File: src/rtl/boot_sequencer.sv
// -----------------------------------------------------------------------------
// boot_sequencer
//   Downloads a framed program image from the UART byte receiver into program
//   memory. Frame: MAGIC, 16-bit word count (low byte first), little-endian
//   payload words, then an 8-bit modulo-256 checksum of the payload bytes.
//   Each completed word is written through a ready/valid write port. The core
//   is held in reset until a frame verifies, then released to run.
//
// Ports
//   clk, reset_n          clock / asynchronous active-low reset
//   rx_data, rx_valid     received byte and its one-cycle strobe
//   start, abort          arm the loader / cancel back to IDLE (abort wins)
//   pmem_addr/wdata/we    write request, held until pmem_ready accepts it
//   pmem_ready            write accept
//   core_reset, core_run  core control
//   busy                  frame in progress
//   err_code              0 none,1 magic,2 length,3 checksum,4 timeout,5 overrun
//   words_written         accepted writes in the current frame
// -----------------------------------------------------------------------------
module boot_sequencer #(
    parameter int unsigned       ADDR_W    = 32,
    parameter logic [ADDR_W-1:0] BASE_ADDR = {ADDR_W{1'b0}},
    parameter int unsigned       MAX_WORDS = 32'd16384,
    parameter logic [7:0]        MAGIC     = 8'hA5,
    parameter int unsigned       TIMEOUT   = 32'd50000000
) (
    input  logic              clk,
    input  logic              reset_n,
    input  logic [7:0]        rx_data,
    input  logic              rx_valid,
    input  logic              start,
    input  logic              abort,
    output logic [ADDR_W-1:0] pmem_addr,
    output logic [31:0]       pmem_wdata,
    output logic              pmem_we,
    input  logic              pmem_ready,
    output logic              core_reset,
    output logic              core_run,
    output logic              busy,
    output logic [2:0]        err_code,
    output logic [15:0]       words_written
);

    localparam int unsigned TMO_W = $clog2(TIMEOUT + 32'd1);

    typedef enum logic [2:0] {
        S_IDLE      = 3'd0,
        S_HDR_MAGIC = 3'd1,
        S_HDR_LEN_L = 3'd2,
        S_HDR_LEN_H = 3'd3,
        S_PAYLOAD   = 3'd4,
        S_CHECK     = 3'd5,
        S_RUN       = 3'd6,
        S_ERROR     = 3'd7
    } state_t;

    state_t             r_state, w_state_nxt;
    logic [2:0]         w_err_nxt;
    logic [15:0]        r_len, w_len_nxt;
    logic [1:0]         r_byte_idx, w_byte_idx_nxt;
    logic [15:0]        r_word_idx, w_word_idx_nxt;
    logic [7:0]         r_csum, w_csum_nxt;
    logic [23:0]        r_asm, w_asm_nxt;
    logic [TMO_W-1:0]   r_tmo, w_tmo_nxt;
    logic [ADDR_W-1:0]  r_pmem_addr, w_addr_nxt;
    logic [31:0]        r_pmem_wdata, w_wdata_nxt;
    logic               r_pmem_we, w_we_nxt;
    logic               r_core_reset, r_core_run, r_busy;
    logic [2:0]         r_err_code;
    logic [15:0]        r_words_written, w_words_nxt;

    logic               w_start_ok, w_pay_byte, w_word_done, w_accept;
    logic               w_last_acc, w_tmo_run, w_tmo_exp, w_len_bad;
    logic [15:0]        w_len_full;

    assign w_start_ok  = start && ((r_state == S_IDLE) || (r_state == S_RUN) || (r_state == S_ERROR));
    // Once every word has been assembled, further bytes before the final write
    // is accepted are not payload and are dropped.
    assign w_pay_byte  = (r_state == S_PAYLOAD) && rx_valid && (r_word_idx != r_len);
    assign w_word_done = w_pay_byte && (r_byte_idx == 2'd3);
    assign w_accept    = r_pmem_we && pmem_ready;
    assign w_last_acc  = (r_state == S_PAYLOAD) && w_accept && ((r_words_written + 16'd1) == r_len);
    assign w_tmo_run   = (r_state == S_HDR_LEN_L) || (r_state == S_HDR_LEN_H) ||
                         (r_state == S_PAYLOAD)   || (r_state == S_CHECK);
    // A byte arriving in the expiry cycle takes precedence over the timeout.
    assign w_tmo_exp   = w_tmo_run && !rx_valid && (r_tmo == TMO_W'(TIMEOUT - 32'd1));
    assign w_len_full  = {rx_data, r_len[7:0]};
    assign w_len_bad   = (w_len_full == 16'd0) || ({16'd0, w_len_full} > MAX_WORDS);

    // State register.
    always_ff @(posedge clk or negedge reset_n) begin
        if (!reset_n) begin
            r_state <= S_IDLE;
        end else begin
            r_state <= w_state_nxt;
        end
    end

    // Next-state and error-code selection.
    always_comb begin
        w_state_nxt = r_state;
        w_err_nxt   = r_err_code;
        if (abort) begin
            w_state_nxt = S_IDLE;
            w_err_nxt   = 3'd0;
        end else if (w_start_ok) begin
            w_state_nxt = S_HDR_MAGIC;
            w_err_nxt   = 3'd0;
        end else begin
            case (r_state)
                S_HDR_MAGIC: begin
                    if (rx_valid && (rx_data == MAGIC)) begin
                        w_state_nxt = S_HDR_LEN_L;
                    end else if (rx_valid) begin
                        w_state_nxt = S_ERROR;
                        w_err_nxt   = 3'd1;
                    end else begin
                        w_state_nxt = r_state;
                    end
                end
                S_HDR_LEN_L: begin
                    if (rx_valid) begin
                        w_state_nxt = S_HDR_LEN_H;
                    end else if (w_tmo_exp) begin
                        w_state_nxt = S_ERROR;
                        w_err_nxt   = 3'd4;
                    end else begin
                        w_state_nxt = r_state;
                    end
                end
                S_HDR_LEN_H: begin
                    if (rx_valid && w_len_bad) begin
                        w_state_nxt = S_ERROR;
                        w_err_nxt   = 3'd2;
                    end else if (rx_valid) begin
                        w_state_nxt = S_PAYLOAD;
                    end else if (w_tmo_exp) begin
                        w_state_nxt = S_ERROR;
                        w_err_nxt   = 3'd4;
                    end else begin
                        w_state_nxt = r_state;
                    end
                end
                S_PAYLOAD: begin
                    if (w_word_done && r_pmem_we) begin
                        w_state_nxt = S_ERROR;
                        w_err_nxt   = 3'd5;
                    end else if (w_last_acc) begin
                        w_state_nxt = S_CHECK;
                    end else if (w_tmo_exp) begin
                        w_state_nxt = S_ERROR;
                        w_err_nxt   = 3'd4;
                    end else begin
                        w_state_nxt = r_state;
                    end
                end
                S_CHECK: begin
                    if (rx_valid && (rx_data == r_csum)) begin
                        w_state_nxt = S_RUN;
                    end else if (rx_valid) begin
                        w_state_nxt = S_ERROR;
                        w_err_nxt   = 3'd3;
                    end else if (w_tmo_exp) begin
                        w_state_nxt = S_ERROR;
                        w_err_nxt   = 3'd4;
                    end else begin
                        w_state_nxt = r_state;
                    end
                end
                S_IDLE, S_RUN, S_ERROR: w_state_nxt = r_state;
                default: w_state_nxt = S_IDLE;
            endcase
        end
    end

    // Next values of the datapath and write-port registers.
    always_comb begin
        w_len_nxt      = r_len;
        w_byte_idx_nxt = r_byte_idx;
        w_word_idx_nxt = r_word_idx;
        w_csum_nxt     = r_csum;
        w_asm_nxt      = r_asm;
        w_tmo_nxt      = r_tmo;
        w_addr_nxt     = r_pmem_addr;
        w_wdata_nxt    = r_pmem_wdata;
        w_we_nxt       = r_pmem_we;
        w_words_nxt    = r_words_written;
        if (abort) begin
            // A pending write is dropped.
            w_we_nxt = 1'b0;
        end else if (w_start_ok) begin
            w_byte_idx_nxt = 2'd0;
            w_word_idx_nxt = 16'd0;
            w_csum_nxt     = 8'd0;
            w_tmo_nxt      = {TMO_W{1'b0}};
            w_words_nxt    = 16'd0;
            w_we_nxt       = 1'b0;
        end else begin
            if ((r_state == S_HDR_LEN_L) && rx_valid) begin
                w_len_nxt[7:0] = rx_data;
            end else if ((r_state == S_HDR_LEN_H) && rx_valid) begin
                w_len_nxt[15:8] = rx_data;
            end else begin
                w_len_nxt = r_len;
            end

            if (w_pay_byte) begin
                w_csum_nxt     = r_csum + rx_data;
                w_byte_idx_nxt = r_byte_idx + 2'd1;
                case (r_byte_idx)
                    2'd0: w_asm_nxt[7:0]   = rx_data;
                    2'd1: w_asm_nxt[15:8]  = rx_data;
                    2'd2: w_asm_nxt[23:16] = rx_data;
                    2'd3: begin
                        w_wdata_nxt    = {rx_data, r_asm};
                        w_addr_nxt     = BASE_ADDR + ADDR_W'({r_word_idx, 2'b00});
                        w_word_idx_nxt = r_word_idx + 16'd1;
                    end
                    default: w_asm_nxt = r_asm;
                endcase
            end else begin
                w_csum_nxt = r_csum;
            end

            if (w_state_nxt == S_ERROR) begin
                w_we_nxt = 1'b0;
            end else if (w_word_done) begin
                w_we_nxt = 1'b1;
            end else if (w_accept) begin
                w_we_nxt = 1'b0;
            end else begin
                w_we_nxt = r_pmem_we;
            end

            if (w_accept) begin
                w_words_nxt = r_words_written + 16'd1;
            end else begin
                w_words_nxt = r_words_written;
            end

            if (rx_valid) begin
                w_tmo_nxt = {TMO_W{1'b0}};
            end else if (w_tmo_run) begin
                w_tmo_nxt = r_tmo + TMO_W'(1);
            end else begin
                w_tmo_nxt = {TMO_W{1'b0}};
            end
        end
    end

    // Datapath and registered outputs.
    always_ff @(posedge clk or negedge reset_n) begin
        if (!reset_n) begin
            r_len           <= 16'd0;
            r_byte_idx      <= 2'd0;
            r_word_idx      <= 16'd0;
            r_csum          <= 8'd0;
            r_asm           <= 24'd0;
            r_tmo           <= {TMO_W{1'b0}};
            r_pmem_addr     <= {ADDR_W{1'b0}};
            r_pmem_wdata    <= 32'd0;
            r_pmem_we       <= 1'b0;
            r_words_written <= 16'd0;
            r_err_code      <= 3'd0;
            r_core_reset    <= 1'b1;
            r_core_run      <= 1'b0;
            r_busy          <= 1'b0;
        end else begin
            r_len           <= w_len_nxt;
            r_byte_idx      <= w_byte_idx_nxt;
            r_word_idx      <= w_word_idx_nxt;
            r_csum          <= w_csum_nxt;
            r_asm           <= w_asm_nxt;
            r_tmo           <= w_tmo_nxt;
            r_pmem_addr     <= w_addr_nxt;
            r_pmem_wdata    <= w_wdata_nxt;
            r_pmem_we       <= w_we_nxt;
            r_words_written <= w_words_nxt;
            r_err_code      <= w_err_nxt;
            r_core_reset    <= (w_state_nxt != S_RUN);
            r_core_run      <= (w_state_nxt == S_RUN);
            r_busy          <= (w_state_nxt == S_HDR_MAGIC) || (w_state_nxt == S_HDR_LEN_L) ||
                               (w_state_nxt == S_HDR_LEN_H) || (w_state_nxt == S_PAYLOAD) ||
                               (w_state_nxt == S_CHECK);
        end
    end

    assign pmem_addr     = r_pmem_addr;
    assign pmem_wdata    = r_pmem_wdata;
    assign pmem_we       = r_pmem_we;
    assign core_reset    = r_core_reset;
    assign core_run      = r_core_run;
    assign busy          = r_busy;
    assign err_code      = r_err_code;
    assign words_written = r_words_written;

endmodule

File: config.mk
export PLATFORM = sky130hd
export DESIGN_NAME = boot_sequencer
export DESIGN_NICKNAME = d
export VERILOG_FILES = /design/src/rtl/boot_sequencer.sv
export SDC_FILE = /design/constraint.sdc
export NUM_CORES = 1
export LEC_CHECK = 0
export ABC_AREA = 0
export BUFFER_PORTS_ARGS = -buffer_cell sky130_fd_sc_hd__buf_2
export CORE_ASPECT_RATIO = 1.4
export CORE_UTILIZATION = 59
export DETAILED_ROUTE_END_ITERATION = 16
export MAX_ROUTING_LAYER = met4
export PLACE_DENSITY_LB_ADDON = 0.15
export SYNTH_ARGS = -nofsm -noshare
export SYNTH_HDL_FRONTEND = slang
export SYNTH_SLANG_ARGS = --single-unit
File: constraint.sdc
create_clock -name clk -period 3.45 [get_ports clk]
set_input_delay 0.69 -clock clk [delete_from_list [all_inputs] [get_ports clk]]
set_output_delay 0.69 -clock clk [all_outputs]
set_load 0.01 [all_outputs]
==> impl_metrics.tcl, run 1 <==
set metrics [dict create \
    final_max_slew_viol_count 0 \
    drt_iter0_markers 362 \
    crit_arrival_ps 3440 \
    r2r_setup_slack_ps 320 \
    numCtsBuffers 17 \
    hold_viol_final 0 \
    cpMaxStageDelayCell "or4_1" \
    crit_family "compound AO/OA/AOI/OAI gates" \
    tightestPinTransition_ps 764 \
    startpoint_type "flop" \
    vias_per_cell 5.87 \
    grtUsageTotal_pct 29.5 \
    status "finished, final reports clean" \
    clockPowerShare_pct 36.6 \
    ant_nets 0 \
    nFillCells 1133 \
    p_switching_mw 1.51 \
    cts_sinks 166 \
    ys_seq_elements 166 \
    worstSetupPathDepth 9 \
    synth_edf_count 0 \
    cts_hold_buf 0 \
    netlist-cell-type-count 61 \
    insertion_delay_ps 430 \
    rr_worst_depth 9 \
    ys.flop_type "dfrtp_1" \
    rsz0062_at_grt "no" \
    crit_type "flop to flop" \
    postPlaceCellArea_um2 9150 \
    relSlewSlack_pct 49.1 \
    cts_max_level 4 \
    pin_count 101 \
    wl_per_cell_um 17.2 \
    clockRootBuffer "clkbuf_16" \
    cp.required_ps 3760 \
    fin_area_um2 9720 \
    grt_pass1_vias 6845 \
    crit_fanout 7 \
    power_density_nw_per_um2 521 \
    grt_pass1_wl_um 33900 \
    comb_power_share_pct 17.2 \
    fin_nets 1035 \
    start_util_pct 61.2 \
    setup_viol 0 \
    clkTransAtPathRegs_ps 70 \
    multi_input_area_um2 4100 \
    yosys_warnings 0 \
    n_antenna_cell 0 \
    regArea_um2 4160 \
    swShare_pct 29.7 \
    cap_violations 0 \
    synth_cells 939 \
    row_count 51 \
    endpoint "busy$_DFF_PN0_" \
    layout_commonest_cell "nand2_1" \
    remaining_drc_errors 0 \
    hold_path_class "input port to async pin" \
    vias 7072 \
    cts_resized 0 \
    layout_min_cycle_time_ps 3130 \
    syn-cell-area_um2 8590 \
    cts_tree "built" \
    synth.yosys.seq_area_share_pct 48.4 \
    clockBufferDepth 2 \
    rr_startpoint "words_written[0]$_DFFE_PN0P_" \
    gp_congestion 0.940 \
    syn_to_final_growth_pct 13.2 \
    dieArea_um2 15100 \
    crit_chain "ha_1 > nand3_1 > or4_1 > o21ai_0 > a311o_1 > nand4_1 > a311oi_2 > nor2_1 > o31a_1" \
    die_h_um 145 \
    syn_area_per_cell_um2 9.15 \
    fmax_mhz 320 \
    leakagePower_nw 4.92 \
    wl_um 20700 \
    seqPwrFrac_pct 46.2 \
    antenna_found_initial 0 \
    core_area_um2 14000 \
    r2r-end "busy$_DFF_PN0_" \
    final_layout_size_suffix_gt1_share_pct 18.1 \
    ys_async_sr_fraction_pct 100 \
    crit_buf_inv 0 \
    drt_first_pass_iters 5 \
    grt_max_degree 73 \
    final_cell_mix "nand2_1 (215), dfrtp_1 (165), o21ai_0 (97)" \
    endpoint_kind "flop" \
    postCtsSetupBuffers 0 \
    dp_hpwl_um 14300 \
    portBuffers 84 \
    peakVddDrop_uv 277 \
    critPathMaxStageDelay_ps 500 \
    final.setup.tns_ps 0 \
    critPathLaunch "words_written[0]$_DFFE_PN0P_" \
    finClkSkew_ps 11.9 \
    timing.final.crit_share_pct 90.7 \
    p_int_mw 3.56 \
    grt-ovfl-total 0 \
    chipWidth_um 104 \
]
[sequential cells by signal, summed over array words and instances, names as in the netlist]
signal / count
pmem_we: 1
r_csum: 8
core_reset: 1
pmem_wdata: 32
r_asm: 24
r_byte_idx: 2
busy: 1
r_len: 16
r_tmo: 26
words_written: 16
r_word_idx: 16
pmem_addr: 16
core_run: 1
err_code: 3
r_state: 3
[worst min-delay path by stage]
| stage | end |
|---|---|
| CTS | pmem_addr[11]$_DFFE_PN0P_ |
| finish | pmem_addr[11]$_DFFE_PN0P_ |
| global placement | pmem_wdata[0]$_DFFE_PN0P_ |
| global route | pmem_addr[11]$_DFFE_PN0P_ |
| detailed placement | pmem_wdata[7]$_DFFE_PN0P_ |
| floorplan | busy$_DFF_PN0_ |
[power groups by stage]
stage | logic [mW] | registers [mW] | clock network (mW)
floorplan | 0.679 | 2.28 | 0
global placement | 0.826 | 2.37 | 0
detailed placement | 0.851 | 2.37 | 0
CTS | 0.871 | 2.33 | 1.87
global route | 0.980 | 2.36 | 1.95
finish | 0.871 | 2.34 | 1.85
[stage by stage]
step | hold WS, ps | setup slack (ps) | utilization, % | power [mW] | instances
after floorplan | 394 | 611 | - | 2.96 | 954
after global placement | 442 | 274 | 65.2 | 3.19 | 1172
after detailed placement | 449 | 242 | 65.2 | 3.22 | 1172
after CTS | 296 | 346 | 69.3 | 5.08 | 1204
after global routing | 317 | 89.9 | 69.3 | 5.29 | 1204
final | 267 | 321 | 69.3 | 5.06 | 1204
[per-layer routing]
metal | share of wire (%) | track usage (%) | vias to the layer above | wire length (um)
met5 | 0 | - | - | 0
met4 | 3.1 | 12.2 | 0 | 638
met3 | 3.8 | 5.06 | 54 | 783
met2 | 51 | 49.7 | 189 | 10600
met1 | 42 | 35.3 | 3459 | 8700
li1 | - | - | 3370 | -
[cell families after synthesis]
kind of cell	synth area share [%]
AND/OR/NAND/NOR	21.1
AO/OA/AOI/OAI	14.0
flip-flops	48.4
buffers and inverters	4.72
XOR/XNOR	4.28
multiplexers	5.20
adder cells (fa/ha/maj)	2.27
other	0.0436
[synth_stat cells, drive strengths merged (3+ instances only)]
library cell	instances	share of area, %
a31oi	12	0.87
and2	7	0.51
nor3	11	0.64
nand2	215	9.4
clkbuf	40	1.7
and4	4	0.41
nand2b	9	0.66
a22o	8	0.82
inv	15	0.66
a21o	9	0.79
nor2	44	1.9
ha	14	2.0
nor2b	7	0.51
xor2	22	2.2
buf	31	2.3
dfrtp	165	48
and4b	3	0.35
nand3	22	1.3
or3	5	0.36
or4	3	0.26
mux2	37	4.8
or2	3	0.22
xnor2	20	2.0
mux2i	3	0.35
nand4	20	1.5
nor3b	5	0.44
o31ai	17	1.5
a21oi	26	1.5
o21ai	98	5.8
o41ai	4	0.41
and3	17	1.2
nor4	12	0.87
[layout make-up]
| cell class | count | share of cell area [%] |
|---|---|---|
| Sequential cell | 166 | 42.7 |
| Clock buffer | 18 | 4.41 |
| Multi-Input combinational cell | 702 | 42.1 |
| Clock inverter | 14 | 1.45 |
| Tap cell | 185 | 2.38 |
| Timing Repair Buffer | 104 | 6.32 |
| Inverter | 15 | 0.579 |
Power figures use the tool's default switching activity.
==> run 2: changes to the inputs <==
- CAP_MARGIN: unset -> 20
- GPL_TIMING_DRIVEN: unset -> 0
- REMOVE_ABC_BUFFERS: unset -> 1
==> impl_metrics.tcl, run 2 (synthesized netlist as in run 1, its figures left out) <==
set metrics [dict create \
    startpoint_type "flop" \
    critPathMaxStageDelay_ps 760 \
    chipWidth_um 104 \
    hold_viol_final 0 \
    timing.final.crit_share_pct 92.5 \
    comb_power_share_pct 17.0 \
    relSlewSlack_pct 44.3 \
    vias 6956 \
    whs_ps 162 \
    drt_iter0_markers 399 \
    finClkSkew_ps 11.8 \
    insertion_delay_ps 430 \
    grt_max_degree 118 \
    p_int_mw 3.52 \
    nFillCells 1156 \
    fmax_mhz 313 \
    grtUsageTotal_pct 28.1 \
    crit_arrival_ps 3520 \
    cp.required_ps 3780 \
    dp_hpwl_um 13100 \
    remaining_drc_errors 0 \
    final.setup.tns_ps 0 \
    dieArea_um2 15100 \
    grt_pass1_vias 6787 \
    p_switching_mw 1.52 \
    rsz0062_at_grt "no" \
    cts_sinks 166 \
    portBuffers 84 \
    wl_per_cell_um 16.6 \
    gp_congestion 0.868 \
    regArea_um2 4160 \
    syn_to_final_growth_pct 12.5 \
    grt-ovfl-total 0 \
    setup_ws_ps 258 \
    placedCellCount 1156 \
    cts_tree "built" \
    final_layout_size_suffix_gt1_share_pct 17.0 \
    clkTransAtPathRegs_ps 70 \
    ant_nets 0 \
    power_density_nw_per_um2 522 \
    fin_area_um2 9670 \
    hold_path_class "input port to async pin" \
    final_util_pct 68.9 \
    clockBufferDepth 2 \
    cap_violations 0 \
    endpoint_kind "flop" \
    vias_per_cell 5.85 \
    cts_max_level 4 \
    leakagePower_nw 4.86 \
    cts_hold_buf 0 \
    antenna_found_initial 0 \
    rr_startpoint "r_state[2]$_DFF_PN0_" \
    core_area_um2 14000 \
    grt_pass1_wl_um 32600 \
    drt_first_pass_iters 5 \
    status "finished, final reports clean" \
    peakVddDrop_uv 356 \
    final_max_slew_viol_count 0 \
    seqPwrFrac_pct 46.1 \
    layout_commonest_cell "nand2_1" \
    postPlaceCellArea_um2 9060 \
    tightestPinTransition_ps 834 \
    clockRootBuffer "clkbuf_16" \
    die_h_um 145 \
    fin_nets 1019 \
    total_power_mw 5.04 \
    multi_input_area_um2 4110 \
    wl_um 19800 \
    r2r_setup_slack_ps 260 \
    row_count 51 \
    postCtsSetupBuffers 0 \
    dp_slack_ps 15.1 \
    start_util_pct 61.2 \
    numCtsBuffers 17 \
    cpMaxStageDelayCell "or4_1" \
    largest_reg_flops 32 \
    crit_fanout 27 \
    crit_type "flop to flop" \
    swShare_pct 30.2 \
    critPathLaunch "r_state[2]$_DFF_PN0_" \
    clockPowerShare_pct 36.9 \
    crit_chain "nor2b_1 > o21ai_4 > or4_1 > and3_1 > o31ai_1 > nor3b_1 > a21oi_1 > or3_1 > inv_1" \
    final_cell_mix "nand2_1 (215), dfrtp_1 (165), o21ai_0 (96)" \
    layout_min_cycle_time_ps 3190 \
    pin_count 101 \
    stdcell_count 1189 \
    setup_viol 0 \
]
run 2: changes by cell type in the layout (fill, tap and decap cells not counted), moves of 2 or more:
cell,delta
buf_12,-2
inv_6,+3
clkinvlp_4,-2
clkinv_8,+3
buf_8,+2
buf_16,+2
clkinv_4,-2
buf_4,-17
run 2: worst max-delay path: cells and delay by family, from the launching register on:
| family | cells | cell delay, ps |
|---|---|---|
| AO/OA/AOI/OAI | 3 | 800 |
| buffers and inverters | 1 | 40 |
| flip-flops | 1 | 580 |
| AND/OR/NAND/NOR | 5 | 1660 |
run 2: worst paths after layout:
path | end | cells past startpoint
min in group clk | pmem_wdata[11]$_DFFE_PN0P_ | 2
max | core_run$_DFF_PN0_ | 9
max in group asynchronous | r_len[4]$_DFFE_PN0P_ | 2
min reg2reg | pmem_wdata[11]$_DFFE_PN0P_ | 2
min | pmem_wdata[13]$_DFFE_PN0P_ | 1
max reg2reg | core_run$_DFF_PN0_ | 9
run 2: repair_timing:
| item | in CTS | in global routing |
|---|---|---|
| setup endpoints to repair | 0 | 6 |
| endpoints found under the hold margin | 0 | 0 |
| resized for setup | 0 | 4 |
run 2: routing by layer:
| metal | global-route usage, % | routed length (um) | vias up |
|---|---|---|---|
| met5 | - | 0 | - |
| met4 | 12.9 | 576 | 0 |
| met3 | 4.43 | 728 | 48 |
| met2 | 49.2 | 10300 | 174 |
| met1 | 32.0 | 8130 | 3387 |
| li1 | - | - | 3347 |
run 2: layout make-up:
type                       count  share of cell area [%]
clock buffer                  18                    4.54
inverter                      15                   0.582
antenna                        1                  0.0259
multi-input combinational    702                    42.5
tap                          185                    2.39
sequential                   166                    43.0
clock inverter                14                    1.54
timing repair buffer          88                    5.38
run 2: power groups by stage:
stage               logic, mW  registers, mW  clock network [mW]
floorplan               0.630           2.30                   0
global placement        0.801           2.35                   0
detailed placement      0.839           2.36                   0
CTS                     0.853           2.32                1.88
global route            0.958           2.35                1.97
finish                  0.855           2.33                1.86
